`config.mk`:
```
export PLATFORM = sky130hd
export DESIGN_NAME = trigger_delay_ctrl
export DESIGN_NICKNAME = d
export VERILOG_FILES = /design/src/rtl/trigger_delay_ctrl.sv
export SDC_FILE = /design/constraint.sdc
export NUM_CORES = 1
export LEC_CHECK = 0
export CORE_MARGIN = 3
export CORE_UTILIZATION = 56
export CTS_CLUSTER_DIAMETER = 30
export DETAILED_ROUTE_END_ITERATION = 10
export PLACE_DENSITY = 0.81
export SETUP_SLACK_MARGIN = 0.5
export SKIP_LAST_GASP = 1
export SLEW_MARGIN = 20
export SYNTH_ARGS = -nofsm -noshare
export SYNTH_HDL_FRONTEND = slang
export SYNTH_SLANG_ARGS = --single-unit
```
`constraint.sdc`:
```
create_clock -name clk -period 2.33 [get_ports clk]
set_input_delay 0.466 -clock clk [delete_from_list [all_inputs] [get_ports clk]]
set_output_delay 0.466 -clock clk [all_outputs]
set_load 0.01 [all_outputs]
```
`src/rtl/trigger_delay_ctrl.sv`:
```
// Trigger delay-line controller: drains scheduled triggers, then flushes stale RAM, around every delay change.
// Latency: dl_d/trig_out are combinational; cfg/flush take effect on the next clock, busy for (old+LAT+1)+(new+LAT+1) cycles.
// Backpressure: cfg_ready is low while busy; flush_req outside IDLE and trig_in pulses while busy are dropped.
// Optional: define TRIG_DELAY_CTRL_DROP_CNT_EN to add a saturating 16-bit drop_cnt of trig_in rising edges lost while busy.
module trigger_delay_ctrl #(
   parameter int WIDTH   = 16,
   parameter int LATENCY = 2
) (
   input  logic             clk,
   input  logic             rst_n,
   input  logic [WIDTH-1:0] cfg_delay,
   input  logic             cfg_valid,
   output logic             cfg_ready,
   input  logic             flush_req,
   input  logic             trig_in,
   input  logic             enable,
   output logic [WIDTH-1:0] dl_delay,
   output logic             dl_d,
   input  logic             dl_q,
   output logic             trig_out,
   output logic             busy,
   output logic [1:0]       state_o
`ifdef TRIG_DELAY_CTRL_DROP_CNT_EN
   ,
   output logic [15:0]      drop_cnt
`endif
);

   typedef enum logic [1:0] {
      IDLE  = 2'd0,
      DRAIN = 2'd1,
      FLUSH = 2'd2
   } state_t;

   // One extra bit so the largest delay plus pipeline latency still fits.
   localparam logic [WIDTH:0] LAT_W   = (WIDTH+1)'(LATENCY);
   localparam logic [WIDTH:0] CNT_ONE = (WIDTH+1)'(1);

   state_t           state_q, state_d;
   logic [WIDTH-1:0] active_q, active_d;
   logic [WIDTH-1:0] pending_q, pending_d;
   logic [WIDTH:0]   cnt_q, cnt_d;
   logic             busy_q, cfg_ready_q;

   // Next-state logic: a cfg handshake wins over a simultaneous flush, both start one drain/flush sequence.
   always_comb begin
      state_d   = state_q;
      active_d  = active_q;
      pending_d = pending_q;
      cnt_d     = cnt_q;
      case (state_q)
         IDLE: begin
            if (cfg_valid) begin
               pending_d = cfg_delay;
               state_d   = DRAIN;
               cnt_d     = {1'b0, active_q} + LAT_W;
            end else if (flush_req) begin
               pending_d = active_q;
               state_d   = DRAIN;
               cnt_d     = {1'b0, active_q} + LAT_W;
            end
         end
         DRAIN: begin
            if (cnt_q == '0) begin
               active_d = pending_q;
               state_d  = FLUSH;
               cnt_d    = {1'b0, pending_q} + LAT_W;
            end else begin
               cnt_d = cnt_q - CNT_ONE;
            end
         end
         FLUSH: begin
            if (cnt_q == '0) begin
               state_d = IDLE;
            end else begin
               cnt_d = cnt_q - CNT_ONE;
            end
         end
         default: begin
            state_d = IDLE;
            cnt_d   = '0;
         end
      endcase
   end

   // State, delay registers and registered status flags; reset leaves the delay line in bypass.
   always_ff @(posedge clk or negedge rst_n) begin
      if (!rst_n) begin
         state_q     <= IDLE;
         active_q    <= '0;
         pending_q   <= '0;
         cnt_q       <= '0;
         busy_q      <= 1'b0;
         cfg_ready_q <= 1'b1;
      end else begin
         state_q     <= state_d;
         active_q    <= active_d;
         pending_q   <= pending_d;
         cnt_q       <= cnt_d;
         busy_q      <= (state_d != IDLE);
         cfg_ready_q <= (state_d == IDLE);
      end
   end

   // Triggers enter the line only in IDLE; output is blanked while stale RAM contents are being flushed.
   always_comb begin
      dl_d     = (state_q == IDLE) & trig_in & enable;
      trig_out = (state_q != FLUSH) & dl_q;
   end

   assign dl_delay  = active_q;
   assign busy      = busy_q;
   assign cfg_ready = cfg_ready_q;
   assign state_o   = state_q;

`ifdef TRIG_DELAY_CTRL_DROP_CNT_EN
   logic        trig_prev_q;
   logic [15:0] drop_cnt_q;

   // Count rising edges of trig_in lost while busy, saturating at all-ones.
   always_ff @(posedge clk or negedge rst_n) begin
      if (!rst_n) begin
         trig_prev_q <= 1'b0;
         drop_cnt_q  <= '0;
      end else begin
         trig_prev_q <= trig_in;
         if ((state_q != IDLE) && trig_in && !trig_prev_q && (drop_cnt_q != 16'hFFFF)) begin
            drop_cnt_q <= drop_cnt_q + 16'd1;
         end
      end
   end

   assign drop_cnt = drop_cnt_q;
`endif

endmodule

```
# Word-level counts from Yosys, hierarchy flattened
# Index checks and enable logic that the tools add are counted.
[op_classes]
n_mul = 0
mux = 12
n_addsub = 3
n_lt_le_gt_ge = 0
n_reduce_logical = 8
eq_ne = 5
div = 0
bitwise = 3
n_shift = 0
[ops]
columns = ["op", "count"]
rows = [
  ["$mux 17", 4],
  ["$pmux 17 s3", 1],
  ["$add 16x2->17 const B", 2],
  ["$mux 16", 2],
  ["$logic_not 17->1", 1],
  ["$sub 17x1->17 const B", 1],
  ["$mux 2", 4],
  ["$pmux 2 s3", 1],
  ["$reduce_and 2->1", 3],
  ["$logic_not 2->1", 2],
  ["$ne 2x2->1 const B", 2],
  ["$reduce_bool 2->1", 2],
  ["$and 1x1->1", 3],
  ["$ne 3x3->1 const B", 1],
  ["$eq 2x1->1 const B", 1],
  ["$eq 2x2->1 const B", 1],
]
[word_totals]
input_bits = 23
latchBits = 0
n_memories = 0
ramBits = 0
regBits = 53
rom_bits = 0

# Logic depth before layout (Yosys ltp)
[logic_depth]
depth_word = 4
ltp_mapped = 9
mapped_depth_nobuf = 8

# Least setup slack after synthesis
# OpenSTA, ideal clock, no wires.
[synth_path]
path_type = "flip-flop to flip-flop"
from = "register cnt_q[3]"
to = "register cnt_q[11]"
setup_slack_ps = 232
t_arrival_ps = 1976
setup_time_ps = 121
stages_incl_launch_ff = 8
path_cell_list = "dfrtp_1 buf_6 or4_4 or3_4 nor4_4 xnor2_1 o221ai_2 a22o_2"
[synth_via]
elab_chain_len = 3
[synth_lines]
columns = ["element", "line", "rtl"]
rows = [
  ["from (decl)", "42", "logic [WIDTH:0] cnt_q, cnt_d;"],
  ["from (signal assigned)", "99", "cnt_q <= cnt_d;"],
  ["$sub 17x1->17 / $logic_not 17->1 (equally long branches)", "--", ""],
  ["$mux 17, or another cell as far along", "73", "if (cnt_q == '0) begin"],
  ["$pmux 17 s3 / $reduce_and 2->1 (equally long branches)", "--", ""],
]
# Parallel ways exist; a longest one is shown, timed or not. The select of a mux whose other input is x is not followed.
# A chain may end at the register's enable or synchronous reset.

# Worst setup path in the final report
[layout_path]
from = "register cnt_q[5]"
to = "register cnt_q[8]"
# Same word-level chain as after synthesis.

==> flow_results.org <==
** Place
- During placement, the flow inserted port buffers numbering 44.
- Routability-driven placement finished with a final weighted congestion of 0.9779.
- Once detailed placement completed, the half-perimeter wirelength came to 7.354 mm.

** Worst setup path
- Sort of element at the end of the critical path :: flop
- The worst setup path is of the flop to flop kind.
- Count of cells along the worst register-to-register path :: 8
- Data arrival time of the worst path :: 2.39 ns
- STA classifies the critical path startpoint as a flop.
- Data on the critical path is required at its endpoint by 2.51 ns.
- Along the worst path, the maximum fanout reaches 6.

** Drt
- Average routed wire per standard cell :: 20.27 um
- The first TritonRoute pass finished after 5 iterations.
- The first routing iteration left 332 violations.
- Antenna-violating nets left :: 0
- The routed layout has 3753 vias.
- Dividing the detail-routed via count by the number of cells gives 6.437.
- For this run, design rule violations remaining after detail routing come to 0.
- Post-Route WL :: 11.82 mm

** Timing
- Ratio of final minimum period to clock period :: 0.9470
- Worst-Margin Slew :: 0.5069 ns
- Hold violation total from the final report :: 0
- Fin crit period :: 2.207 ns
- Setup violations remaining at the end of the flow were counted as 0.
- Setup repair after global routing could not meet its margin everywhere.
- Setup Total Neg Slack :: 0 ns
- Slew headroom :: 0.6595
- The clock arrives with 0.007351 ns of skew.
- The max-slew violation count was 0.
- Derived from the worst setup path, the maximum achievable clock frequency is 453.2 MHz.

** Global route
- Entering global routing, the biggest net connects 33 pins.
- The number of global-route vias before repair was 3491.
- GR Overflow Total :: 0
- Global-route wire length before repair :: 17.66 mm
- Initial antenna violation count :: 0
- Across every metal layer, demand over resource in global routing totals 0.3121.

** Synthesis
- Number of enable flip-flop cells after synthesis :: 0
- Syn_area_per_cell :: 8.433 sq um
- Yosys mapped the design onto 59 distinct sky130hd cell types.
- Area share of the leading cell type in the synthesized netlist :: 0.3858
- Of the synthesized area, sequential elements account for 0.3935.
- Number of standard cells after synthesis :: 400
- Register bit total from synthesis :: 53
- sky130_fd_sc_hd__dfrtp_1 takes more of the synthesized area than any other cell.
- After synthesis, the share of flip-flops with an asynchronous set or reset is 1.000.
- Post-synth net total :: 427
- During synthesis, Yosys emitted a total of 0 warnings.
- Summing every instance area after synthesis gives 3373 sq um.
- In the synthesized netlist the dominant register cell turns out to be sky130_fd_sc_hd__dfrtp_1.
- Leading cell types by total area after synthesis :: sky130_fd_sc_hd__dfrtp_1, sky130_fd_sc_hd__nand2_1, sky130_fd_sc_hd__o21ai_0

** Pwr
- In this run the static leakage power is 2.092 nW.
- Maximum vdd drop :: 418.6 uV
- For this design the ratio of total power to cell area is 577.4 nW/um^2.

** Clock network
- Clk buf depth :: 2
- H-tree level count :: 2
- The later pin in the worst-skew pair is clocked with a latency of 0.31 ns.
- TritonCTS built the clock tree.
- The number of hold buffers added after CTS was 0.
- Number of clock buffers inserted by TritonCTS :: 5
- In this run the clock root is driven by a sky130_fd_sc_hd__clkbuf_8.
- Clock-pin slew was measured on the worst setup and hold paths at 0.10 ns.
- The tree built by TritonCTS fans out to 53 sinks.

** Min path
- The path class of the tightest hold or removal check is input port to asynchronous set/reset pin.

** Run
- Max-cap check violation count :: 0

** Floorplan
- Initial Utilization :: 0.5944
- For this design the top-level I/O count stands at 45.
- Chip Height :: 83.61 um
- The floorplan has 27 rows.
- Die Span X :: 83.61 um
- The core region is 5675 sq um.
- Die Footprint :: 6991 sq um

** Final layout
- Filler cell count in the final layout :: 328
- At the end of the flow, the number of nets in the layout was 537.
- 0 antenna diodes ended up in the layout.
- Synthesis-to-finish area growth :: 40.95%
- Layout cell share with drive strength beyond 1 :: 0.2896
- Final core area utilization :: 0.8377

** Run status
- Outcome :: finished clean
==> cell usage after synthesis (all sizes together) (2+ instances only) <==
cell and n:
a211oi 3, a21boi 2, a21oi 13, a221oi 4, a22o 3, and2 2
and3 6, and4 3, buf 10, clkbuf 10, dfrtp 52, ha 4
inv 4, mux2i 16, nand2 92, nand2b 3, nand3 14, nand4 7
nor2 23, nor2b 4, nor3 16, nor3b 3, nor4 3, o211ai 3
o21ai 45, o221ai 2, o22ai 7, o31ai 3, or2 2, or3 5
or4 2, xnor2 13, xor2 12
==> registers in the layout (all words and copies together), names as in the netlist <==
register / cells
state_o: 2
cfg_ready: 1
busy: 1
cnt_q: 17
dl_delay: 16
pending_q: 16
==> timing repair <==
| item | in CTS | in global routing |
|---|---|---|
| gates resized for setup | 34 | 49 |
| cloned | 2 | 1 |
| endpoints found under the setup margin | 49 | 46 |
| hold endpoints to repair | 0 | 0 |
| setup buffers | 16 | 18 |
| pin swaps | 9 | 19 |
==> placed cells by master (no fill, tap or decap), drive strengths merged, types with 2 or more instances in the layout <==
cell type | netlist | layout
a211oi | 3 | 3
a21boi | 2 | 2
a21oi | 13 | 13
a221oi | 4 | 4
a22o | 3 | 3
and2 | 2 | 2
and3 | 6 | 6
and4 | 3 | 3
buf | 10 | 79
clkbuf | 10 | 8
clkdlybuf4s50 | 0 | 35
dfrtp | 52 | 52
dlygate4sd2 | 0 | 5
ha | 4 | 4
inv | 4 | 5
mux2i | 16 | 16
nand2 | 92 | 92
nand2b | 3 | 3
nand3 | 14 | 14
nand4 | 7 | 7
nor2 | 23 | 23
nor2b | 4 | 4
nor3 | 16 | 16
nor3b | 3 | 3
nor4 | 3 | 3
o211ai | 3 | 3
o21ai | 45 | 45
o221ai | 2 | 2
o22ai | 7 | 7
o31ai | 3 | 3
or2 | 2 | 2
or3 | 5 | 6
or4 | 2 | 2
xnor2 | 13 | 13
xor2 | 12 | 12
==> final cells by class <==
| class | instances | area (sq um) | share of cell area |
|---|---|---|---|
| Inverter | 4 | 15.01 | 0.003158 |
| Clock inverter | 2 | 13.76 | 0.002895 |
| Clock buffer | 6 | 72.57 | 0.01526 |
| Timing Repair Buffer | 122 | 1135 | 0.2387 |
| Sequential cell | 53 | 1343 | 0.2824 |
| Tap cell | 72 | 90.09 | 0.01895 |
| Multi-Input combinational cell | 324 | 2086 | 0.4387 |
==> cells by family after synthesis <==
group | Yosys count | synth area share
AO/OA/AOI/OAI | 92 | 0.1766
XOR/XNOR | 25 | 0.06491
adder cells (fa/ha/maj) | 4 | 0.01484
buffers and inverters | 24 | 0.03523
flip-flops | 53 | 0.3935
multiplexers | 16 | 0.04748
AND/OR/NAND/NOR | 186 | 0.2674
==> worst paths after layout <==
check                        startpoint      endpoint  slack, ns
setup / recovery               cnt_q[5]      cnt_q[8]       0.12
hold / removal                    rst_n     cnt_q[15]       0.09
setup reg to reg               cnt_q[5]      cnt_q[8]       0.12
hold reg to reg            dl_delay[11]  dl_delay[11]       0.54
max in group asynchronous         rst_n     cfg_ready       1.59
min in group clk           dl_delay[11]  dl_delay[11]       0.54
==> per-layer routing <==
metal  vias to the layer above  GRT usage  routed length [um]
met5                         -          0                   0
met4                         0     0.1067                 488
met3                        54    0.04837                 982
met2                       271     0.4989                5625
met1                      1787     0.4324                4723
li1                       1641          -                   -
==> worst max-delay path, cell delays in order (launching register included) <==
cell                       delay (ns)
sky130_fd_sc_hd__dfrtp_1         0.41
sky130_fd_sc_hd__buf_6           0.13
sky130_fd_sc_hd__nor4_4          0.26
sky130_fd_sc_hd__nand4b_2        0.16
sky130_fd_sc_hd__buf_6           0.17
sky130_fd_sc_hd__o31ai_4         0.38
sky130_fd_sc_hd__nor3_1          0.12
sky130_fd_sc_hd__a221oi_1        0.29
sky130_fd_sc_hd__o21ai_0         0.15
==> report_power, final <==
| part | switching, mW | internal [mW] |
|---|---|---|
| sequential | 0.142 | 1.04 |
| clock | 0.323 | 0.215 |
| combinational | 0.537 | 0.484 |
==> metrics by stage <==
stage	instance area (sq um)	hold WS, ns	power [mW]	std cells	setup slack (ns)
finish	4755	0.08734	2.745	583	0.1234
global route	4755	0.09399	2.879	583	0.02079
CTS	4478	0.08608	2.620	564	0.1728
detailed placement	4139	0.4269	2.000	538	0.1851
global placement	4139	0.4260	1.990	538	0.1963
floorplan	3373	0.1704	1.662	400	0.2724
Note: power is estimated with default switching activity, not from simulation.
==> variant 1: new RTL, same settings <==
Change the parameter `WIDTH` from 16 to 32.
--- a/src/rtl/trigger_delay_ctrl.sv
+++ b/src/rtl/trigger_delay_ctrl.sv
@@ -3,7 +3,7 @@
 // Backpressure: cfg_ready is low while busy; flush_req outside IDLE and trig_in pulses while busy are dropped.
 // Optional: define TRIG_DELAY_CTRL_DROP_CNT_EN to add a saturating 16-bit drop_cnt of trig_in rising edges lost while busy.
 module trigger_delay_ctrl #(
-   parameter int WIDTH   = 16,
+   parameter int WIDTH   = 32,
    parameter int LATENCY = 2
 ) (
    input  logic             clk,
Interface: changed (resized cfg_delay and dl_delay); port bits go from 45 to 77. The function was not compared with the original's and may differ.
==> variant 1 against the unedited design <==
  * The run now ends with setup timing left
  * Clock power rose to 3.0 times the old value
  * Setup slack worse by 450 ps
  * Sequential power up 47%
  * Global-route usage up 4.0 points
  * Total power up 29%
  * Sequential cell count up 48
  * Synthesized area up 90%
  * Cell area up 110%
  * Routed wire length up 130%
  * Highest routed layer unchanged
==> variant 1: results (changes against the unedited design) <==
Routed WL per cell=24.28 um (+20%); Commonest cells post-synth=144 x nand2_1, 100 x dfrtp_1, 69 x o21ai_0, 36 x clkbuf_1, 35 x nor3_1; vias per cell=6.965 (+8.2%); setup TNS=-7634 ps (-7634 ps); status=complete, but fails checks; pre-CTS setup slack=-266.8 ps (-452.0 ps); syn nets=804 (+88%); Buffers on Ports=76 (+73%); Placed Instances=1,059 (+97%); WL met3=3524 um (+260%); layout cell share with drive strength beyond 1=32.53% (+3.6 points); HPWL after detailed placement=15,080 um (+110%); Seq pwr share=49.4% (+6.2 points); total number of vias=7,891 (+110%); Power Internal=2.693 mW (+54%); P_leak=4.587 nW (+120%); Clock Latency Late Sink=370 ps (+60 ps); pin count of the biggest net entering global routing=43 (+30%); Final setup viols=46 (+46); layout filler cell count=510 (+55%); Mean Syn Cell Area=8.422 sq um (-0.13%); clock buf count=9 (+3); max reg flops=33 (+16); area of the multi-input gates=4228 sq um (+100%); failing checks=setup timing; Post-layout nets=1,030 (+92%); VDD IR max=0.7542 mV (+80%); Slew HR=55.66% (-10 points); Synth area leaders=dfrtp_1 39%, nand2_1 8.4%, o21ai_0 5.4%; inverters=11 (+7); Worst EP arrival=2900 ps (+510 ps); synthesis-to-layout area growth=52.64%; Fin Clk Skew=9.414 ps (+2.063 ps); GRT Util Overall=35.21% (+4.0 points); bufs w/o clock=260 (+110%); multi-input gates=605 (+87%); met2 WL=12,580 um (+120%); global-route wire length before repair=35,760 um (+100%); post-synth cell types=55 (-6.8%); power per cell area=361.8 nW/um^2 (-37%); Clock buf/inv share=3.168% (+1.4 points); setup ws final=-325.3 ps (-448.7 ps); CTS root buffer=clkbuf_16; P_comb=0.157 mW (-85%); Clock transition at path regs=80 ps (-20 ps); RePlAce Congestion=0.9185 (-6.1%); met3 Use GR=7.968% (+3.1 points)
## variant 1: changes by cell type after synthesis, moves of 16 or more
cell / before / now
dfrtp_1: 52 / 100
nor3_1: 15 / 35
xor2_1: 12 / 29
nand4_1: 7 / 23
o21ai_0: 41 / 69
clkbuf_1: 10 / 36
nand2_1: 92 / 144
nand3_1: 13 / 33
mux2i_1: 16 / 34
nor4_1: 2 / 25
## variant 1: cells by family (layout without fill, tap and decap cells)
kind of cell,after synthesis,after routing,synth area share [%]
AOI/OAI and AO/OA,165,167,16.40
xor gates and xnor gates,54,54,7.370
adders and majority gates,3,3,0.5850
buffers and inverters,59,287,3.880
DFF,101,101,39.40
muxes,34,34,5.303
and+or+nand+nor,346,347,27.06
## variant 1: repair_timing
| action | CTS | global route |
|---|---|---|
| hold endpoints to repair | 0 | 0 |
| setup endpoints to repair | 105 | 106 |
| cloned | 4 | 4 |
| gates resized for setup | 71 | 137 |
| pin swaps | 25 | 54 |
| setup buffers | 15 | 35 |
==> variant 2: new RTL, config.mk and constraints unchanged <==
Made on the original files. Add an input register stage for `cfg_delay`, without a reset; this delays it by one clock. The other inputs are not delayed to match.
--- a/src/rtl/trigger_delay_ctrl.sv
+++ b/src/rtl/trigger_delay_ctrl.sv
@@ -36,6 +36,12 @@
    localparam logic [WIDTH:0] LAT_W   = (WIDTH+1)'(LATENCY);
    localparam logic [WIDTH:0] CNT_ONE = (WIDTH+1)'(1);
 
+   logic [WIDTH-1:0] cfg_delay_q;
+
+   always_ff @(posedge clk) begin
+      cfg_delay_q <= cfg_delay;
+   end
+
    state_t           state_q, state_d;
    logic [WIDTH-1:0] active_q, active_d;
    logic [WIDTH-1:0] pending_q, pending_d;
@@ -51,7 +57,7 @@
       case (state_q)
          IDLE: begin
             if (cfg_valid) begin
-               pending_d = cfg_delay;
+               pending_d = cfg_delay_q;
                state_d   = DRAIN;
                cnt_d     = {1'b0, active_q} + LAT_W;
             end else if (flush_req) begin
Behaviour: not the same (Yosys sat finds a counterexample within 10 cycles, from zero or initial values and one cycle with rst_n low).
==> variant 2 against the unedited design <==
  * Routed wire length grew 5.7%
  * Final cell count grew 1.2%
  * Clock skew grew 3.0 ps
  * Sequential cell count grew 16
  * Synthesized area grew 10%
  * Sequential power grew 26%
  * Cell area grew 7.7%
  * Non-clock buffer count shrank 21
  * Total power grew 14%
  * Core utilization shrank 3.6 points
  * Synthesized cell count grew 4.0%
  * Setup slack lost 87 ps
  * Highest routed layer unchanged
==> variant 2: results (changes against the unedited design) <==
r2r setup slk=40 ps (-90 ps); global-route wire length before repair=16,690 um (-5.5%); vias in the first global route=3,441 (-1.4%); Placed Instances=542 (+0.74%); power per cell area=611.8 nW/um^2 (+6.0%); WL final=12,490 um (+5.7%); delay-heaviest family, CP=simple AND/OR/NAND/NOR gates; Fin Clk Skew=10.33 ps (+2.978 ps); R2R cell count=7 (-1); Hold Slack=124.4 ps (+37.10 ps); number of buffers created by CTS=9 (+4); RePlAce Congestion=0.9281 (-5.1%); Commonest cells post-synth=82 x nand2_1, 52 x dfrtp_1, 35 x o21ai_0, 33 x nor2_1, 20 x xor2_1; sequential cell power=1.50 mW (+26%); post-synth cell types=57 (-3.4%); critical path's slowest cell=or4_4; Mean Syn Cell Area=8.936 sq um (+6.0%); Synth area leaders=dfrtp_1 35%, dfxtp_1 8.6%, nand2_1 8.3%; vias per cell=6.447 (+0.16%); Synth Area in Compound Gates=15.58% (-2.1 points); Clock Latency Late Sink=350 ps (+40 ps); Clock transition at path regs=80 ps (-20 ps); Sw Ratio=32.33% (-4.2 points); P_leak=2.176 nW (+4.0%); layout filler cell count=373 (+14%); pin count of the biggest net entering global routing=30 (-9.1%); HPWL after detailed placement=7145 um (-2.8%); status=finished clean; CP max stage delay=550 ps (+140 ps); xor-xnor portion of the synthesized cell area=6.597% (+0.11 points); syn nets=443 (+3.7%)
## variant 2: cell types whose count changed after synthesis, moves of 3 or more
cell | before | now
buf_2 | 5 | 1
xor2_1 | 12 | 20
nor3_1 | 15 | 11
nor2_1 | 22 | 33
mux2i_1 | 16 | 19
dfxtp_1 | 0 | 16
o21ai_0 | 41 | 35
xnor2_1 | 13 | 8
o21ai_1 | 1 | 10
nand2_1 | 92 | 82
## variant 2: routing by layer
metal	routed length, um	track usage (%)
met4	644	10.88
met5	0	0
met3	1114	4.825
met2	5913	46.30
met1	4815	37.51
## variant 2: area by class of cell
class | instances | area share, %
timing repair buffer | 101 | 19.04
multi-input combinational | 321 | 42.20
clock inverter | 7 | 1.442
sequential | 69 | 32.58
clock buffer | 9 | 2.419
inverter | 6 | 0.4399
tap | 77 | 1.882
## variant 2: what timing repair did
| item | CTS | global route |
|---|---|---|
| pin swaps | 14 | 28 |
| resized for setup | 46 | 64 |
| gates cloned | 1 | 1 |
| endpoints found under the setup margin | 51 | 50 |
| setup buffers | 11 | 19 |
